[config.mk]
export PLATFORM = sky130hd
export DESIGN_NAME = spi_mem_loader
export DESIGN_NICKNAME = d
export VERILOG_FILES = /design/src/rtl/spi_mem_loader.sv
export SDC_FILE = /design/constraint.sdc
export NUM_CORES = 1
export LEC_CHECK = 0
export CORE_MARGIN = 2
export CORE_UTILIZATION = 55
export CTS_CLUSTER_DIAMETER = 50
export DETAILED_ROUTE_END_ITERATION = 16
export GPL_TIMING_DRIVEN = 0
export PLACE_DENSITY_LB_ADDON = 0.3
export SLEW_MARGIN = 30
export SYNTH_ARGS = -nofsm -noshare
export SYNTH_HDL_FRONTEND = slang
export SYNTH_SLANG_ARGS = --single-unit
[constraint.sdc]
create_clock -name clk -period 2.3 [get_ports clk]
set_clock_uncertainty 0.1 [all_clocks]
set_input_delay 0.23 -clock clk [delete_from_list [all_inputs] [get_ports clk]]
set_output_delay 0.23 -clock clk [all_outputs]
set_load 0.05 [all_outputs]
[src/rtl/spi_mem_loader.sv]
// SPI slave (mode 0) that writes bytes into, or streams bytes out of, a simple
// single-port memory. Frames are command byte, address byte, then data bytes.
module spi_mem_loader #(
  parameter int M = 162,
  parameter int N = 8
) (
  input  logic                 clk,
  input  logic                 rst_n,
  input  logic                 sclk,
  input  logic                 cs_n,
  input  logic                 mosi,
  output logic                 miso,
  output logic [$clog2(M)-1:0] mem_addr,
  output logic [N-1:0]         mem_wdata,
  output logic                 mem_we,
  input  logic [N-1:0]         mem_rdata,
  output logic                 busy,
  output logic                 addr_err
);

  localparam int AW = $clog2(M);
  localparam logic [AW-1:0] ADDR_LAST = AW'(M - 1);
  localparam logic [AW:0]   M_EXT     = (AW + 1)'(M);

  typedef enum logic [2:0] {
    ST_IDLE, ST_CMD, ST_ADDR, ST_WDATA, ST_RDATA, ST_IGNORE
  } state_t;

  state_t        state_q;
  logic [2:0]    sclk_q;
  logic [2:0]    cs_q;
  logic [1:0]    mosi_q;
  logic [2:0]    cnt_q;
  logic [N-1:0]  shift_q;
  logic [N-1:0]  tx_q;
  logic [AW-1:0] mem_addr_q;
  logic [N-1:0]  mem_wdata_q;
  logic          mem_we_q;
  logic          busy_q;
  logic          addr_err_q;
  logic          rd_q;
  logic          wr_pend_q;
  logic          ld_pend_q;

  logic          sclk_rise;
  logic          sclk_fall;
  logic          cs_s;
  logic          cs_fall;
  logic          mosi_s;
  logic          byte_done;
  logic [N-1:0]  byte_val;
  logic          addr_oor;
  logic [AW-1:0] addr_inc;

  // Index 1 is the synchronized level, index 2 its previous value for edge detection.
  always_ff @(posedge clk or negedge rst_n) begin
    if (!rst_n) begin
      sclk_q <= 3'b000;
      cs_q   <= 3'b000;
      mosi_q <= 2'b00;
    end else begin
      sclk_q <= {sclk_q[1:0], sclk};
      cs_q   <= {cs_q[1:0], cs_n};
      mosi_q <= {mosi_q[0], mosi};
    end
  end

  assign sclk_rise = sclk_q[1] & ~sclk_q[2];
  assign sclk_fall = ~sclk_q[1] & sclk_q[2];
  assign cs_s      = cs_q[1];
  // cs_q resets low, so a frame already in progress at reset release never looks like a new start.
  assign cs_fall   = cs_q[2] & ~cs_q[1];
  assign mosi_s    = mosi_q[1];
  assign byte_val  = {shift_q[N-2:0], mosi_s};
  assign byte_done = sclk_rise & (cnt_q == 3'd7);
  assign addr_oor  = ({1'b0, mem_addr_q} >= M_EXT);
  assign addr_inc  = (mem_addr_q == ADDR_LAST) ? '0 : mem_addr_q + AW'(1);

  // Frame FSM with byte assembly, memory strobes and the read shifter.
  always_ff @(posedge clk or negedge rst_n) begin
    if (!rst_n) begin
      state_q     <= ST_IDLE;
      cnt_q       <= 3'd0;
      shift_q     <= '0;
      tx_q        <= '0;
      mem_addr_q  <= '0;
      mem_wdata_q <= '0;
      mem_we_q    <= 1'b0;
      busy_q      <= 1'b0;
      addr_err_q  <= 1'b0;
      rd_q        <= 1'b0;
      wr_pend_q   <= 1'b0;
      ld_pend_q   <= 1'b0;
    end else begin
      mem_we_q <= 1'b0;
      if (wr_pend_q) begin
        wr_pend_q  <= 1'b0;
        mem_addr_q <= addr_inc;
      end
      if ((state_q != ST_IDLE) && cs_s) begin
        state_q   <= ST_IDLE;
        busy_q    <= 1'b0;
        cnt_q     <= 3'd0;
        tx_q      <= '0;
        ld_pend_q <= 1'b0;
      end else begin
        case (state_q)
          ST_IDLE: begin
            tx_q <= '0;
            if (cs_fall) begin
              state_q <= ST_CMD;
              busy_q  <= 1'b1;
              cnt_q   <= 3'd0;
            end
          end
          ST_CMD: begin
            if (byte_done) begin
              case (byte_val)
                8'h01: begin
                  rd_q    <= 1'b0;
                  state_q <= ST_ADDR;
                end
                8'h02: begin
                  rd_q    <= 1'b1;
                  state_q <= ST_ADDR;
                end
                8'h03: begin
                  addr_err_q <= 1'b0;
                  state_q    <= ST_IGNORE;
                end
                default: state_q <= ST_IGNORE;
              endcase
            end
          end
          ST_ADDR: begin
            if (byte_done) begin
              mem_addr_q <= AW'(byte_val);
              ld_pend_q  <= rd_q;
              state_q    <= rd_q ? ST_RDATA : ST_WDATA;
            end
          end
          ST_WDATA: begin
            if (byte_done) begin
              mem_wdata_q <= byte_val;
              mem_we_q    <= ~addr_oor;
              wr_pend_q   <= 1'b1;
              if (addr_oor) begin
                addr_err_q <= 1'b1;
              end
            end
          end
          ST_RDATA: begin
            // The load waits for the falling edge so the address bump from the previous byte has settled.
            if (sclk_fall) begin
              if (ld_pend_q) begin
                tx_q      <= addr_oor ? '0 : mem_rdata;
                ld_pend_q <= 1'b0;
                if (addr_oor) begin
                  addr_err_q <= 1'b1;
                end
              end else begin
                tx_q <= {tx_q[N-2:0], 1'b0};
              end
            end
            if (byte_done) begin
              mem_addr_q <= addr_inc;
              ld_pend_q  <= 1'b1;
            end
          end
          default: begin
          end
        endcase
        if (sclk_rise && (state_q != ST_IDLE)) begin
          cnt_q   <= cnt_q + 3'd1;
          shift_q <= byte_val;
        end
      end
    end
  end

  assign miso      = tx_q[N-1] & ~cs_s;
  assign mem_addr  = mem_addr_q;
  assign mem_wdata = mem_wdata_q;
  assign mem_we    = mem_we_q;
  assign busy      = busy_q;
  assign addr_err  = addr_err_q;

endmodule

Word-level counts from Yosys, hierarchy flattened
Cells that the tools add are included.
{"block": "classes", "add_sub_neg": 2, "magnitude_cmp": 1, "n_eq_ne": 19, "mux": 44, "n_bitwise": 10, "n_reduce_logical": 23}
{"operator": "$mux W8", "n": 9}
{"operator": "$pmux W8 S2", "n": 2}
{"operator": "$mux W3", "n": 10}
{"operator": "$mux W1", "n": 19}
{"operator": "$reduce_bool A3 Y1", "n": 6}
{"operator": "$eq A8 B2 Y1 const B", "n": 2}
{"operator": "$ne A3 B3 Y1 const B", "n": 4}
{"operator": "$pmux W3 S3", "n": 1}
{"operator": "$add A8 B1 Y8 const B", "n": 1}
{"operator": "$eq A8 B1 Y1 const B", "n": 1}
{"operator": "$eq A8 B8 Y1 const B", "n": 1}
{"operator": "$ge A8 B8 Y1 const B", "n": 1}
{"operator": "$ne A2 B2 Y1 const B", "n": 4}
{"operator": "$reduce_and A2 Y1", "n": 4}
{"operator": "$reduce_and A4 Y1", "n": 2}
{"operator": "$reduce_and A7 Y1", "n": 1}
{"operator": "$eq A3 B2 Y1 const B", "n": 2}
{"operator": "$eq A3 B3 Y1 const B", "n": 2}
{"operator": "$reduce_and A3 Y1", "n": 2}
{"operator": "$reduce_bool A2 Y1", "n": 3}
{"operator": "$and A1 B1 Y1", "n": 5}
{"operator": "$not A1 Y1", "n": 5}
{"operator": "$ne A4 B4 Y1 const B", "n": 1}
{"operator": "$pmux W1 S2", "n": 2}
{"operator": "8 further kinds", "n": 9}
{"block": "totals", "register_bits": 51, "inputBits": 13, "out_inout_bits": 20, "wordCells": 114}

Logic depth before layout (Yosys ltp)
{"block": "depth", "ltp_word": 6, "mapped_depth": 9, "mapped_depth_nobuf": 7}

Worst setup path after synthesis
OpenSTA, ideal clock, no wires.
{"block": "synth_path", "path_kind": "register -> register", "from": "reg mem_addr_q[2], in the netlist mem_addr[2]", "to": "reg mem_addr_q[2], in the netlist mem_addr[2]", "setup_ns": 0.131, "arrival_ns": 1.797, "required_ns": 2.069, "path_slack_ns": 0.272, "stages_incl_launch_ff": 7, "n_path_buf": 1, "period_less_slack_ns": 2.028, "path_cell_list": "dfrtp_1 buf_6 nor4_4 and4_1 or3_1 a21oi_1 or3_1"}
{"block": "synth_between", "elab_chain_len": 6, "word_cells_on_any_way": 8, "classes_between": "1 x add/sub; 1 x eq/ne; 6 x mux"}
{"item": "start, declared", "line_no": "36", "source": "logic [AW-1:0] mem_addr_q;"}
{"item": "start signal, assigned", "line_no": "98", "source": "mem_addr_q <= addr_inc;"}
{"item": "start signal, assigned", "line_no": "137", "source": "mem_addr_q <= AW'(byte_val);"}
{"item": "start signal, assigned", "line_no": "166", "source": "mem_addr_q <= addr_inc;"}
{"item": "$add A8 B1 Y8 or $eq A8 B8 Y1 (tied branches)", "line_no": "77", "source": "assign addr_inc = (mem_addr_q == ADDR_LAST) ? '0 : mem_addr_q + AW'(1);"}
{"item": "$mux W8", "line_no": "77"}
{"item": "$mux W8", "line_no": "96", "source": "if (wr_pend_q) begin"}
{"item": "$mux W8 (on tied branches)", "line_no": "165, 136"}
{"item": "$pmux W8 S2", "line_no": "107", "source": "case (state_q)"}
{"item": "$mux W8 (*)", "line_no": "100", "source": "if ((state_q != ST_IDLE) && cs_s) begin"}
Every way passes the cells marked *; elsewhere a longest branch is shown, timed or not.
A chain may end at the register's enable or synchronous reset.

Worst setup path in the final report
{"block": "layout_path", "from": "reg cnt_q[0]", "to": "reg mem_addr_q[2], in the netlist mem_addr[2]"}
{"block": "layout_between", "elab_chain_len": 5, "word_cells_on_any_way": 6, "classes_between": "1 x eq/ne; 4 x mux; 1 x bitwise"}
{"item": "start, declared", "line_no": "33", "source": "logic [2:0] cnt_q;"}
{"item": "start signal, assigned", "line_no": "174", "source": "cnt_q <= cnt_q + 3'd1;"}
{"item": "$eq A3 B3 Y1 (*)", "line_no": "75", "source": "assign byte_done = sclk_rise & (cnt_q == 3'd7);"}
{"item": "$and A1 B1 Y1 (*)", "line_no": "75"}
{"item": "$mux W8 (on tied branches)", "line_no": "165, 136"}
{"item": "$pmux W8 S2 (*)", "line_no": "107"}
{"item": "$mux W8 (*)", "line_no": "100"}
Marks and branches as above.

==> out/qor.txt <==
Hold Crit Class: register to register
first-pass GRT wire length: 9342 um
I/O Pins: 33
yosys warns: 0
IO Port Bufs: 32
Startpoint Class: register
Worst Hold Launch: sclk_q[0]$_DFF_PN0_
area delta synth->final: 18.96%
EDFF count, synth: 0
syn avg cell area: 10.25 um^2
Vias: 2202
Sink Count: 51
Final Hold Viols: 0
max cap viols: 0
nets: 320
minimum clock period: 2.081 ns
clock root cell: clkbuf_8
register area share after synthesis: 47.51%
Netlist cell types: 53
Post-DRT Antenna Nets: 0
Die ar.: 0.005459 mm^2
Placed Cells: 361
r2r endpoint: mem_addr[2]$_DFF_PN0_
flop2flop setup slack: 0.22 ns
FP Rows: 25
Synth Flop Type: dfrtp_1
synthesis-stage register bit count: 51
Final HPWL DP: 4022 um
post-synth top area cell: dfrtp_1
Wirelength per Cell: 15.29 um
grt total ovfl: 0
Mapped Area: 0.002686 mm^2
Final Wtd Congestion: 0.9053
initial antenna violation count: 0
Post-Layout Cell Count: 370
cells after synthesis: 262
period utilization: 90.50%
worst slew pin tran: 0.6955 ns
main area contributors after synthesis: dfrtp_1 48%, mux2_2 5.9%, nand2_1 3.1%
Max VDD drop: 0.4268 mV
Worst setup endpoint: mem_addr[2]$_DFF_PN0_
Synth top area share: 47.51%
htree depth: 2
CTS buffer count: 5
Hold Crit Depth: 0
Diodes inserted: 0
post-DR vias/cell: 5.951
clock transition at the registers of the reported paths: 0.10 ns
post-route DRC violation count: 0
async set-reset flop share out of synthesis: 100.0%
initial DRC count: 289
setup TNS: 0 ns
R2R cell count: 7
Finished Cell Area: 0.003196 mm^2
Placed Instance Area: 0.003088 mm^2
die height: 73.89 um
max_slew headroom: 53.27%
DRT Wirelength: 5657 um
WP data arrival: 2.18 ns
Max Slew Vio Count: 0
FF-to-FF Start: cnt_q[0]$_DFFE_PN0P_
Core Area: 0.004723 mm^2
Die X: 73.89 um
largest net degree at the start of global routing: 52
static leakage: 0.001501 uW
synthesized net count: 280
Cell Pwr Density: 658.9 mW/mm^2
RSZ-0062 raised after global routing: no
status: completed
utilization after layout: 67.66%
Worst EP required: 2.40 ns
critical path type: register to register
initial core utilization: 56.87%
share of layout cells above drive strength 1: 13.53%
vias in the first global route: 1905
final setup vio count: 0
CP Launch Point: cnt_q[0]$_DFFE_PN0P_
DRT Pass-1 Iters: 6
Clock Latency Late Sink: 0.31 ns
gr usage total: 22.69%
Worst Setup End Kind: register
CTS tree: done
clk buf depth: 2
Crit Path Max Fanout: 10
Max Freq: 480.4 MHz
## cells in the mapped netlist, drive strengths merged, types with 2 or more instances
library cell and number:
a31oi 2, xnor2 3, dfrtp 51, o22ai 5, nand2 22, clkbuf 4
nand2b 4, xor2 8, nor4b 2, mux2 14, inv 14, nor2 17
o21ai 15, nand3 7, a21oi 14, mux2i 5, nor3 7, and3 3
buf 9, ha 5, nor2b 3, or3 4, nand4 10, a222oi 7
nor4 4, a211o 3
## worst min path at each step
stage,end,slack [ns]
global placement,mosi_q[1]$_DFF_PN0_,0.23
global route,sclk_q[1]$_DFF_PN0_,0.26
floorplan,addr_err$_DFFE_PN0P_,-0.17
detailed placement,mem_wdata[6]$_DFFE_PN0P_,0.19
finish,sclk_q[1]$_DFF_PN0_,0.26
CTS,sclk_q[0]$_DFF_PN0_,0.26
## per-layer routing
metal,track usage (%),share of wire [%],vias to the layer above,routed length [um]
met2,31.15,45,92,2520
met3,4.527,7.0,13,398
li1,-,-,1047,-
met5,0,0,-,0
met1,34.70,46,1050,2603
met4,9.495,2.4,0,134
## final cells by class
type | instances | area, um^2
plain buffers | 13 | 75.07
clock buffers | 6 | 82.58
clock inverters | 2 | 16.27
fillers | 379 | 1528
inverters | 14 | 52.55
multi-input cells | 184 | 1282
flip-flops and latches | 51 | 1276
well taps | 67 | 83.83
repair buffers | 33 | 326.6
## repair_timing
item / 4_1_cts / 5_1_grt
buffers inserted: 0 / 0
hold buffers: 1 / 0
endpoints found under the setup margin: 1 / 0
endpoints found under the hold margin: 51 / 0
resized for setup: 1 / 0
## registers in the layout (all words and copies together), names as in the netlist
signal	count
wr_pend_q	1
addr_err	1
ld_pend_q	1
sclk_q	3
busy	1
cnt_q	3
state_q	3
mem_wdata	8
mem_addr	8
tx_q	8
rd_q	1
shift_q	7
mem_we	1
cs_q	3
mosi_q	2
## worst max-delay path, cell delays in order, from the launching register on
cell and delay, ns:
dfrtp_1 0.41, ha_1 0.21, ha_1 0.19, nand3b_1 0.15, buf_2 0.24, buf_2 0.26
a21oi_1 0.08, or3_1 0.34
## stage by stage
step / total power [uW] / setup WS (ns) / hold WS [ns]
2_1_floorplan: 1408 / 0.2717 / -0.1656
3_3_place_gp: 1547 / -0.5425 / 0.2323
3_5_place_dp: 1567 / 0.2284 / 0.1866
4_1_cts: 2114 / 0.2290 / 0.2582
5_1_grt: 2218 / 0.07326 / 0.2625
6_report: 2106 / 0.2185 / 0.2575
## placed cells by master, fill, tap and decap left out, types with 2 or more instances in the layout
cell type | Yosys | routed
nor2b_1 | 3 | 3
clkbuf_8 | 0 | 6
nor3_1 | 6 | 6
inv_1 | 14 | 14
clkdlybuf4s50_1 | 0 | 30
o22ai_1 | 5 | 5
mux2i_1 | 5 | 5
buf_2 | 6 | 6
a211o_1 | 3 | 3
xor2_1 | 8 | 8
nor2_1 | 15 | 15
nand2b_1 | 4 | 4
nor4_1 | 2 | 2
dfrtp_1 | 51 | 51
nand2_1 | 22 | 22
mux2_2 | 14 | 14
a222oi_1 | 7 | 7
clkbuf_1 | 4 | 4
or3_1 | 4 | 4
nand3_1 | 7 | 7
buf_6 | 2 | 2
and3_1 | 3 | 3
nor2_2 | 2 | 2
a31oi_1 | 2 | 2
a21oi_1 | 14 | 14
nand4_1 | 10 | 10
xnor2_1 | 3 | 3
buf_4 | 1 | 2
ha_1 | 5 | 5
o21ai_0 | 15 | 15
## power breakdown
group          internal, uW  switching, uW  leakage (uW)
Clock                   246            306     0.0000474
Sequential              967           86.4      0.000685
Combinational           196            304      0.000769
## cell families (layout without fill, tap and decap cells)
logic type,Yosys count,in the layout,share of synthesized area [%]
simple gates,89,89,18.91
mux,19,19,7.732
xor+xnor,11,11,3.587
compound gates,60,60,15.19
fa+ha+maj,5,5,2.329
buf+inv,27,68,4.751
flops,51,51,47.51
Note: power is estimated with default switching activity, not from simulation.
